**src/rtl/dw_layer_sequencer_if.sv**
```systemverilog
// Stream handshake bundle shared by the upstream source, the depthwise layer and its sequencer.
interface dw_layer_sequencer_if;
  logic up_tvalid;
  logic up_tready;
  logic dn_tvalid;
  logic dn_tready;
  logic mon_tvalid;
  logic mon_tready;

  modport master (
    input  up_tvalid,
    input  dn_tready,
    input  mon_tvalid,
    input  mon_tready,
    output up_tready,
    output dn_tvalid
  );

  modport slave (
    output up_tvalid,
    output dn_tready,
    output mon_tvalid,
    output mon_tready,
    input  up_tready,
    input  dn_tvalid
  );
endinterface

```
**src/rtl/dw_layer_sequencer.sv**
```systemverilog
// Per-layer sequencer for a depthwise conv block: copies the kernel from weight memory,
// gates exactly one frame of input into the layer, then waits for the layer's output beats.
module dw_layer_sequencer #(
  parameter int DATA_W     = 8,
  parameter int CHANNELS   = 32,
  parameter int IMG_WIDTH  = 224,
  parameter int IMG_HEIGHT = 224,
  parameter int OUT_BEATS  = (IMG_WIDTH - 2) * (IMG_HEIGHT - 2),
  parameter int WT_AW      = 16,
  localparam int K         = CHANNELS * 9,
  localparam int KAW       = $clog2(K)
) (
  input  logic                 clk,
  input  logic                 reset,
  input  logic                 start,
  input  logic [WT_AW-1:0]     wt_base,
  output logic                 busy,
  output logic                 done,
  output logic                 wt_rd_en,
  output logic [WT_AW-1:0]     wt_rd_addr,
  input  logic [DATA_W-1:0]    wt_rd_data,
  output logic                 kernel_wr_en,
  output logic [KAW-1:0]       kernel_wr_addr,
  output logic [DATA_W-1:0]    kernel_wr_data,
  dw_layer_sequencer_if.master strm
);

  localparam int PIX = IMG_WIDTH * IMG_HEIGHT;
  localparam int CW  = $clog2(PIX + 1);
  localparam int RCW = $clog2(K + 1);

  localparam logic [CW-1:0]  PIX_LIM  = CW'(PIX);
  localparam logic [CW-1:0]  PIX_LAST = CW'(PIX - 1);
  localparam logic [CW-1:0]  OUT_LIM  = CW'(OUT_BEATS);
  localparam logic [CW-1:0]  OUT_LAST = CW'(OUT_BEATS - 1);
  localparam logic [RCW-1:0] K_LIM    = RCW'(K);
  localparam logic [RCW-1:0] ONE_R    = {{(RCW-1){1'b0}}, 1'b1};
  localparam logic [CW-1:0]  ONE_C    = {{(CW-1){1'b0}}, 1'b1};

  typedef enum logic [2:0] {
    S_IDLE   = 3'd0,
    S_LOAD   = 3'd1,
    S_STREAM = 3'd2,
    S_DRAIN  = 3'd3,
    S_DONE   = 3'd4
  } state_t;

  state_t           state_r;
  state_t           state_s;
  logic [WT_AW-1:0] base_r;
  logic [RCW-1:0]   rd_cnt_r;
  logic [CW-1:0]    in_cnt_r;
  logic [CW-1:0]    out_cnt_r;
  logic             gate_s;
  logic             in_beat_s;
  logic             out_beat_s;

  assign gate_s     = (state_r == S_STREAM) && (in_cnt_r < PIX_LIM);
  assign in_beat_s  = gate_s && strm.up_tvalid && strm.dn_tready;
  assign out_beat_s = ((state_r == S_STREAM) || (state_r == S_DRAIN)) &&
                      strm.mon_tvalid && strm.mon_tready && (out_cnt_r < OUT_LIM);

  assign strm.up_tready = gate_s && strm.dn_tready;
  assign strm.dn_tvalid = gate_s && strm.up_tvalid;

  // State register and counters; an accepted start re-arms every counter for a fresh layer.
  always_ff @(posedge clk) begin
    if (reset) begin
      state_r   <= S_IDLE;
      base_r    <= {WT_AW{1'b0}};
      rd_cnt_r  <= {RCW{1'b0}};
      in_cnt_r  <= {CW{1'b0}};
      out_cnt_r <= {CW{1'b0}};
    end else begin
      state_r <= state_s;
      if ((state_r == S_IDLE) && start) begin
        base_r    <= wt_base;
        rd_cnt_r  <= {RCW{1'b0}};
        in_cnt_r  <= {CW{1'b0}};
        out_cnt_r <= {CW{1'b0}};
      end else begin
        if ((state_r == S_LOAD) && (rd_cnt_r != K_LIM)) rd_cnt_r <= rd_cnt_r + ONE_R;
        if (in_beat_s) in_cnt_r <= in_cnt_r + ONE_C;
        if (out_beat_s) out_cnt_r <= out_cnt_r + ONE_C;
      end
    end
  end

  // Next state; DRAIN also finishes in the same cycle as the last output beat it sees.
  always_comb begin
    state_s = state_r;
    case (state_r)
      S_IDLE: begin
        if (start) state_s = S_LOAD;
        else       state_s = S_IDLE;
      end
      S_LOAD: begin
        if (rd_cnt_r == K_LIM) state_s = S_STREAM;
        else                   state_s = S_LOAD;
      end
      S_STREAM: begin
        if ((in_beat_s && (in_cnt_r == PIX_LAST)) || (in_cnt_r == PIX_LIM)) state_s = S_DRAIN;
        else                                                                 state_s = S_STREAM;
      end
      S_DRAIN: begin
        if ((out_cnt_r == OUT_LIM) || (out_beat_s && (out_cnt_r == OUT_LAST))) state_s = S_DONE;
        else                                                                   state_s = S_DRAIN;
      end
      S_DONE:  state_s = S_IDLE;
      default: state_s = S_IDLE;
    endcase
  end

  // Status and kernel-copy outputs; the write trails its read by one cycle of memory latency.
  always_comb begin
    busy           = 1'b0;
    done           = 1'b0;
    wt_rd_en       = 1'b0;
    wt_rd_addr     = {WT_AW{1'b0}};
    kernel_wr_en   = 1'b0;
    kernel_wr_addr = {KAW{1'b0}};
    kernel_wr_data = {DATA_W{1'b0}};
    case (state_r)
      S_IDLE: busy = 1'b0;
      S_LOAD: begin
        busy = 1'b1;
        if (rd_cnt_r < K_LIM) begin
          wt_rd_en   = 1'b1;
          wt_rd_addr = base_r + WT_AW'(rd_cnt_r);
        end else begin
          wt_rd_en   = 1'b0;
          wt_rd_addr = {WT_AW{1'b0}};
        end
        if (rd_cnt_r != {RCW{1'b0}}) begin
          kernel_wr_en   = 1'b1;
          kernel_wr_addr = KAW'(rd_cnt_r - ONE_R);
          kernel_wr_data = wt_rd_data;
        end else begin
          kernel_wr_en   = 1'b0;
          kernel_wr_addr = {KAW{1'b0}};
          kernel_wr_data = {DATA_W{1'b0}};
        end
      end
      S_STREAM: busy = 1'b1;
      S_DRAIN:  busy = 1'b1;
      S_DONE: begin
        busy = 1'b1;
        done = 1'b1;
      end
      default: busy = 1'b0;
    endcase
  end

endmodule

```
**src/flat_wrapper.sv**
```systemverilog
// flat-port wrapper written by rule: the top's interface ports become plain ports
module dw_layer_sequencer_flat 
#(
  parameter int DATA_W     = 8,
  parameter int CHANNELS   = 32,
  parameter int IMG_WIDTH  = 224,
  parameter int IMG_HEIGHT = 224,
  parameter int OUT_BEATS  = (IMG_WIDTH - 2) * (IMG_HEIGHT - 2),
  parameter int WT_AW      = 16,
  localparam int K         = CHANNELS * 9,
  localparam int KAW       = $clog2(K)
)
  (clk, reset, start, wt_base, busy, done, wt_rd_en, wt_rd_addr, wt_rd_data, kernel_wr_en, kernel_wr_addr, kernel_wr_data, strm_up_tvalid, strm_dn_tready, strm_mon_tvalid, strm_mon_tready, strm_up_tready, strm_dn_tvalid);
  dw_layer_sequencer_if strm_i ();
  input  logic clk;
  input  logic reset;
  input  logic start;
  input  logic [WT_AW-1:0] wt_base;
  output logic busy;
  output logic done;
  output logic wt_rd_en;
  output logic [WT_AW-1:0] wt_rd_addr;
  input  logic [DATA_W-1:0] wt_rd_data;
  output logic kernel_wr_en;
  output logic [KAW-1:0] kernel_wr_addr;
  output logic [DATA_W-1:0] kernel_wr_data;
  input wire logic [$bits(strm_i.up_tvalid)-1:0] strm_up_tvalid;
  input wire logic [$bits(strm_i.dn_tready)-1:0] strm_dn_tready;
  input wire logic [$bits(strm_i.mon_tvalid)-1:0] strm_mon_tvalid;
  input wire logic [$bits(strm_i.mon_tready)-1:0] strm_mon_tready;
  output wire logic [$bits(strm_i.up_tready)-1:0] strm_up_tready;
  output wire logic [$bits(strm_i.dn_tvalid)-1:0] strm_dn_tvalid;
  assign strm_i.up_tvalid = strm_up_tvalid;
  assign strm_i.dn_tready = strm_dn_tready;
  assign strm_i.mon_tvalid = strm_mon_tvalid;
  assign strm_i.mon_tready = strm_mon_tready;
  assign strm_up_tready = strm_i.up_tready;
  assign strm_dn_tvalid = strm_i.dn_tvalid;
  dw_layer_sequencer #(.DATA_W(DATA_W), .CHANNELS(CHANNELS), .IMG_WIDTH(IMG_WIDTH), .IMG_HEIGHT(IMG_HEIGHT), .OUT_BEATS(OUT_BEATS), .WT_AW(WT_AW)) u_core (.clk(clk), .reset(reset), .start(start), .wt_base(wt_base), .busy(busy), .done(done), .wt_rd_en(wt_rd_en), .wt_rd_addr(wt_rd_addr), .wt_rd_data(wt_rd_data), .kernel_wr_en(kernel_wr_en), .kernel_wr_addr(kernel_wr_addr), .kernel_wr_data(kernel_wr_data), .strm(strm_i));
endmodule
```
**config.mk**
```make
export PLATFORM = sky130hd
export DESIGN_NAME = dw_layer_sequencer_flat
export DESIGN_NICKNAME = d
export VERILOG_FILES = /design/src/rtl/dw_layer_sequencer_if.sv /design/src/rtl/dw_layer_sequencer.sv /design/src/flat_wrapper.sv
export SDC_FILE = /design/constraint.sdc
export NUM_CORES = 1
export LEC_CHECK = 0
export CAP_MARGIN = 30
export CORE_MARGIN = 10
export CORE_UTILIZATION = 52
export DETAILED_ROUTE_END_ITERATION = 8
export PLACE_DENSITY = 0.89
export REMOVE_ABC_BUFFERS = 1
export SLEW_MARGIN = 20
export SYNTH_ARGS = -nofsm -noshare
export SYNTH_HDL_FRONTEND = slang
export SYNTH_SLANG_ARGS = --single-unit
```
**constraint.sdc**
```tcl
create_clock -name clk -period 3.1 [get_ports clk]
set_input_delay 0.62 -clock clk [delete_from_list [all_inputs] [get_ports clk]]
set_output_delay 0.62 -clock clk [all_outputs]
set_load 0.02 [all_outputs]
```
==> summary.txt <==
Power and ir drop
  – Leakage Power: 1.925 nW
  – Pwr per Cell Area: 362.5 nW/um^2
  – Max IR drop VDD: 256.5 uV

STA
  – Worst-margin pin slew: 0.7350 ns
  – Final Setup Violations: 5
  – Final period util: 1.063
  – Slew headroom: 0.5085
  – RSZ-0062 raised after global routing: yes
  – Setup WS post-layout: -0.1955 ns
  – Fin. max-slew vios: 0
  – Count of final hold-check violations: 0
  – Clock Skew: 0.008198 ns
  – Fin crit period: 3.296 ns
  – FMAX: 303.4 MHz

Critical path
  – WP buf/inv: 2
  – Worst r2r path cells: 6
  – Startpoint types: flip-flop
  – Crit-path max FO: 6
  – Worst path slowest cell: o211ai_1
  – Slowest stage delay, CP: 0.47 ns
  – RR Startpoint: u_core.state_r[2]$_SDFF_PP0_
  – WP data arrival: 2.68 ns
  – WS Path Type: reg -> out
  – Worst-path cell chain: ha_4 > o21ai_0 > o211ai_1 > a31oi_2 > buf_4 > or3_1 > a21oi_2 > buf_6
  – R2r setup slk: 0.91 ns
  – CP top delay family: compound AO/OA/AOI/OAI gates
  – R2R Path End: u_core.state_r[0]$_SDFF_PP0_
  – Crit end category: primary output
  – WP data required: 2.48 ns

Min path
  – Hold Startpoint: u_core.base_r[5]$_SDFFE_PP0P_
  – HP Class: reg -> reg
  – Hold Crit Depth: 2
  – Worst Hold Path EP: u_core.base_r[5]$_SDFFE_PP0P_

Floorplan
  – Die H: 103.8 um
  – Die Area: 10770 sq um
  – Top Ports: 70
  – Starting Density: 0.5370
  – DIE WIDTH: 103.8 um
  – # rows: 30
  – Core box area: 6794 sq um

Layout
  – Final core utilization: 0.7300
  – Share of post-route cells with drive strength above 1: 0.2007
  – Syn-to-layout area delta: 35.94%
  – Final net count: 621
  – Finished Cell Area: 4960 sq um
  – Fill count: 516
  – N_diodes: 0

GRT
  – First-pass GRT wire length: 17.68 mm
  – Vias in the first global route: 3810
  – Total track usage: 0.1921
  – Grt total ovfl: 0
  – Pin count of the biggest net entering global routing: 37
  – Initial antenna violation count: 0

Clock tree
  – Clk sink count: 60
  – H-tree Lvls: 3
  – Clk_lat worst skew: 0.35 ns
  – Worst-path clk slew: 0.07 ns
  – Maximum clock path buffer count: 2
  – CTS tree: built
  – CTS root buffer: clkbuf_8
  – Cts hold-fix bufs: 0
  – Total CTS buffers: 9

Synth
  – Post-Synthesis Cells: 476
  – Cell area after synthesis: 3648 sq um
  – Number of enable flip-flop cells after synthesis: 0
  – #FFs+latches synth: 60
  – Synth Flop Type: dfxtp_1
  – Register area share after synthesis: 0.3292
  – Asr flop ratio synth: 0
  – Synth warn: 0
  – Synth Area per Inst: 7.665 sq um
  – Number of distinct library cells after synthesis: 54

Place
  – GP Congestion: 0.8666
  – Number of port buffers: 69
  – HPWL Detailed: 7.513 mm
  – Post-DP Area: 4586 sq um

Routing
  – Via Count: 4002
  – Starting DRT DRC Count: 267
  – Routed wire length: 11.49 mm
  – Drt first pass iters: 5
  – Avg WL per Cell: 17.05 um
  – Vias per Instance: 5.938
  – Remaining antenna violation count: 0
  – Number of remaining DRC errors: 0

Outcome
  – Failing checks: negative setup slack
  – Outcome: finished with violations

Job
  – Max Cap Viol: 0
## synthesized netlist by cell type (all sizes together), types with 2 or more instances
master	instances	area, sq um
nand3	21	105.1
a31oi	2	12.51
o31ai	6	58.81
a211oi	4	42.54
xor2	16	140.1
nor4	6	37.54
mux2i	2	20.02
or4	4	33.78
o31a	2	17.52
o21ai	23	115.1
nand2	65	244.0
o21a	5	37.54
buf	3	21.27
nor2b	2	12.51
a21oi	51	255.2
o211ai	6	45.04
and2	14	90.09
ha	15	187.7
nand4	17	106.4
nor2	49	183.9
or3	18	117.6
clkbuf	16	61.30
and3	15	96.34
a311oi	2	17.52
inv	12	47.55
nor3b	2	20.02
dfxtp	60	1201
o211a	2	20.02
a21o	3	22.52
xnor2	13	113.9
nor3	8	45.04
nand3b	2	15.01
## stage by stage
step | setup slack, ns | setup TNS (ns) | hold slack (ns) | cells | power [mW]
floorplan | 0.1040 | 0 | 0.4321 | 457 | 0.9244
global placement | -0.08755 | -0.2356 | 0.4407 | 649 | 1.036
detailed placement | -0.1242 | -0.8288 | 0.4537 | 649 | 1.041
CTS | -0.05473 | -0.2080 | 0.4635 | 667 | 1.781
global route | -0.1893 | -1.150 | 0.4932 | 674 | 1.854
finish | -0.1955 | -0.2932 | 0.4633 | 674 | 1.798
## sequential cells by signal, indices dropped and copies added, names as in the netlist
register,cells
u_core.rd_cnt_r,9
u_core.state_r,3
u_core.base_r,16
u_core.in_cnt_r,16
u_core.out_cnt_r,16
## logic make-up (layout without fill, tap and decap cells)
logic type                 Yosys count  count (layout)  share of synthesized area
buffers and inverters               31             133                    0.03566
adders and majority gates           16              16                    0.05693
AOI/OAI and AO/OA                  107             107                     0.1787
xor gates and xnor gates            29              29                    0.06961
and+or+nand+nor                    231             231                     0.3244
muxes                                2               2                   0.005487
DFF                                 60              60                     0.3292
## timing repair
action                     in CTS  in global routing
buffers inserted                3                  7
hold endpoints to repair        0                  0
resized for setup             117                 55
pin swaps                       5                 11
setup endpoints to repair      33                 28
cloned                          0                  0
## per-layer routing
| layer | part of all wire | vias up | wire (um) | global-route usage |
|---|---|---|---|---|
| met5 | 0 | - | 0 | 0 |
| met1 | 0.41 | 1846 | 4676 | 0.2210 |
| met2 | 0.48 | 217 | 5508 | 0.3338 |
| met3 | 0.078 | 48 | 899 | 0.05143 |
| met4 | 0.035 | 0 | 405 | 0.06660 |
| li1 | - | 1891 | - | - |
## worst max-delay path by stage
stage	start	endpoint	slack [ns]	cells after the start
final	u_core.rd_cnt_r[4]$_SDFFE_PP0P_	wt_rd_addr[12]	-0.20	8
after global placement	u_core.rd_cnt_r[0]$_SDFFE_PP0P_	wt_rd_addr[10]	-0.09	8
after floorplan	start	u_core.out_cnt_r[14]$_SDFFE_PP0P_	0.10	3
after global routing	u_core.rd_cnt_r[3]$_SDFFE_PP0P_	wt_rd_addr[12]	-0.19	8
after CTS	u_core.rd_cnt_r[0]$_SDFFE_PP0P_	kernel_wr_addr[3]	-0.05	10
after detailed placement	u_core.rd_cnt_r[0]$_SDFFE_PP0P_	wt_rd_addr[10]	-0.12	8
## worst min-delay path, cell delays in order, from the launching register on
cell and delay, ns:
dfxtp_1 0.31, nand2_1 0.05, a21oi_1 0.05
## cells in the final DEF (no fill, tap or decap), types with 4 or more instances in the layout
master / netlist / layout
clkdlybuf4s50_1: 0 / 39
nor4_1: 6 / 6
a21oi_2: 0 / 4
xnor2_1: 13 / 13
o21ai_0: 22 / 17
and3_1: 13 / 13
clkbuf_8: 0 / 12
nand4_1: 17 / 17
o21ai_1: 1 / 5
clkbuf_2: 1 / 4
and2_1: 13 / 12
nand2_1: 65 / 64
nor3_1: 7 / 7
nand3_1: 21 / 21
a21oi_1: 51 / 46
nor2_1: 49 / 48
buf_4: 0 / 43
xor2_1: 16 / 16
inv_1: 11 / 9
o211ai_1: 6 / 6
buf_6: 1 / 12
dfxtp_1: 60 / 54
dfxtp_2: 0 / 6
or3_1: 17 / 17
o21a_1: 5 / 5
ha_1: 15 / 10
o31ai_1: 5 / 4
ha_4: 0 / 5
## report_power, final
part	leakage (nW)	total, mW	internal, mW	switching, mW
Sequential	0.489	0.802	0.787	0.0156
Clock	0.103	0.749	0.434	0.314
Combinational	1.33	0.247	0.116	0.131
## layout make-up
cell class / instances / area [sq um] / area share
sequential: 60 / 1209 / 0.2437
timing repair buffer: 106 / 930.9 / 0.1877
inverter: 12 / 50.05 / 0.01009
multi-input combinational: 385 / 2447 / 0.4934
clock inverter: 1 / 30.03 / 0.006054
tap: 96 / 120.1 / 0.02422
clock buffer: 14 / 172.7 / 0.03481
No activity file was read; power rests on OpenSTA's default activity.
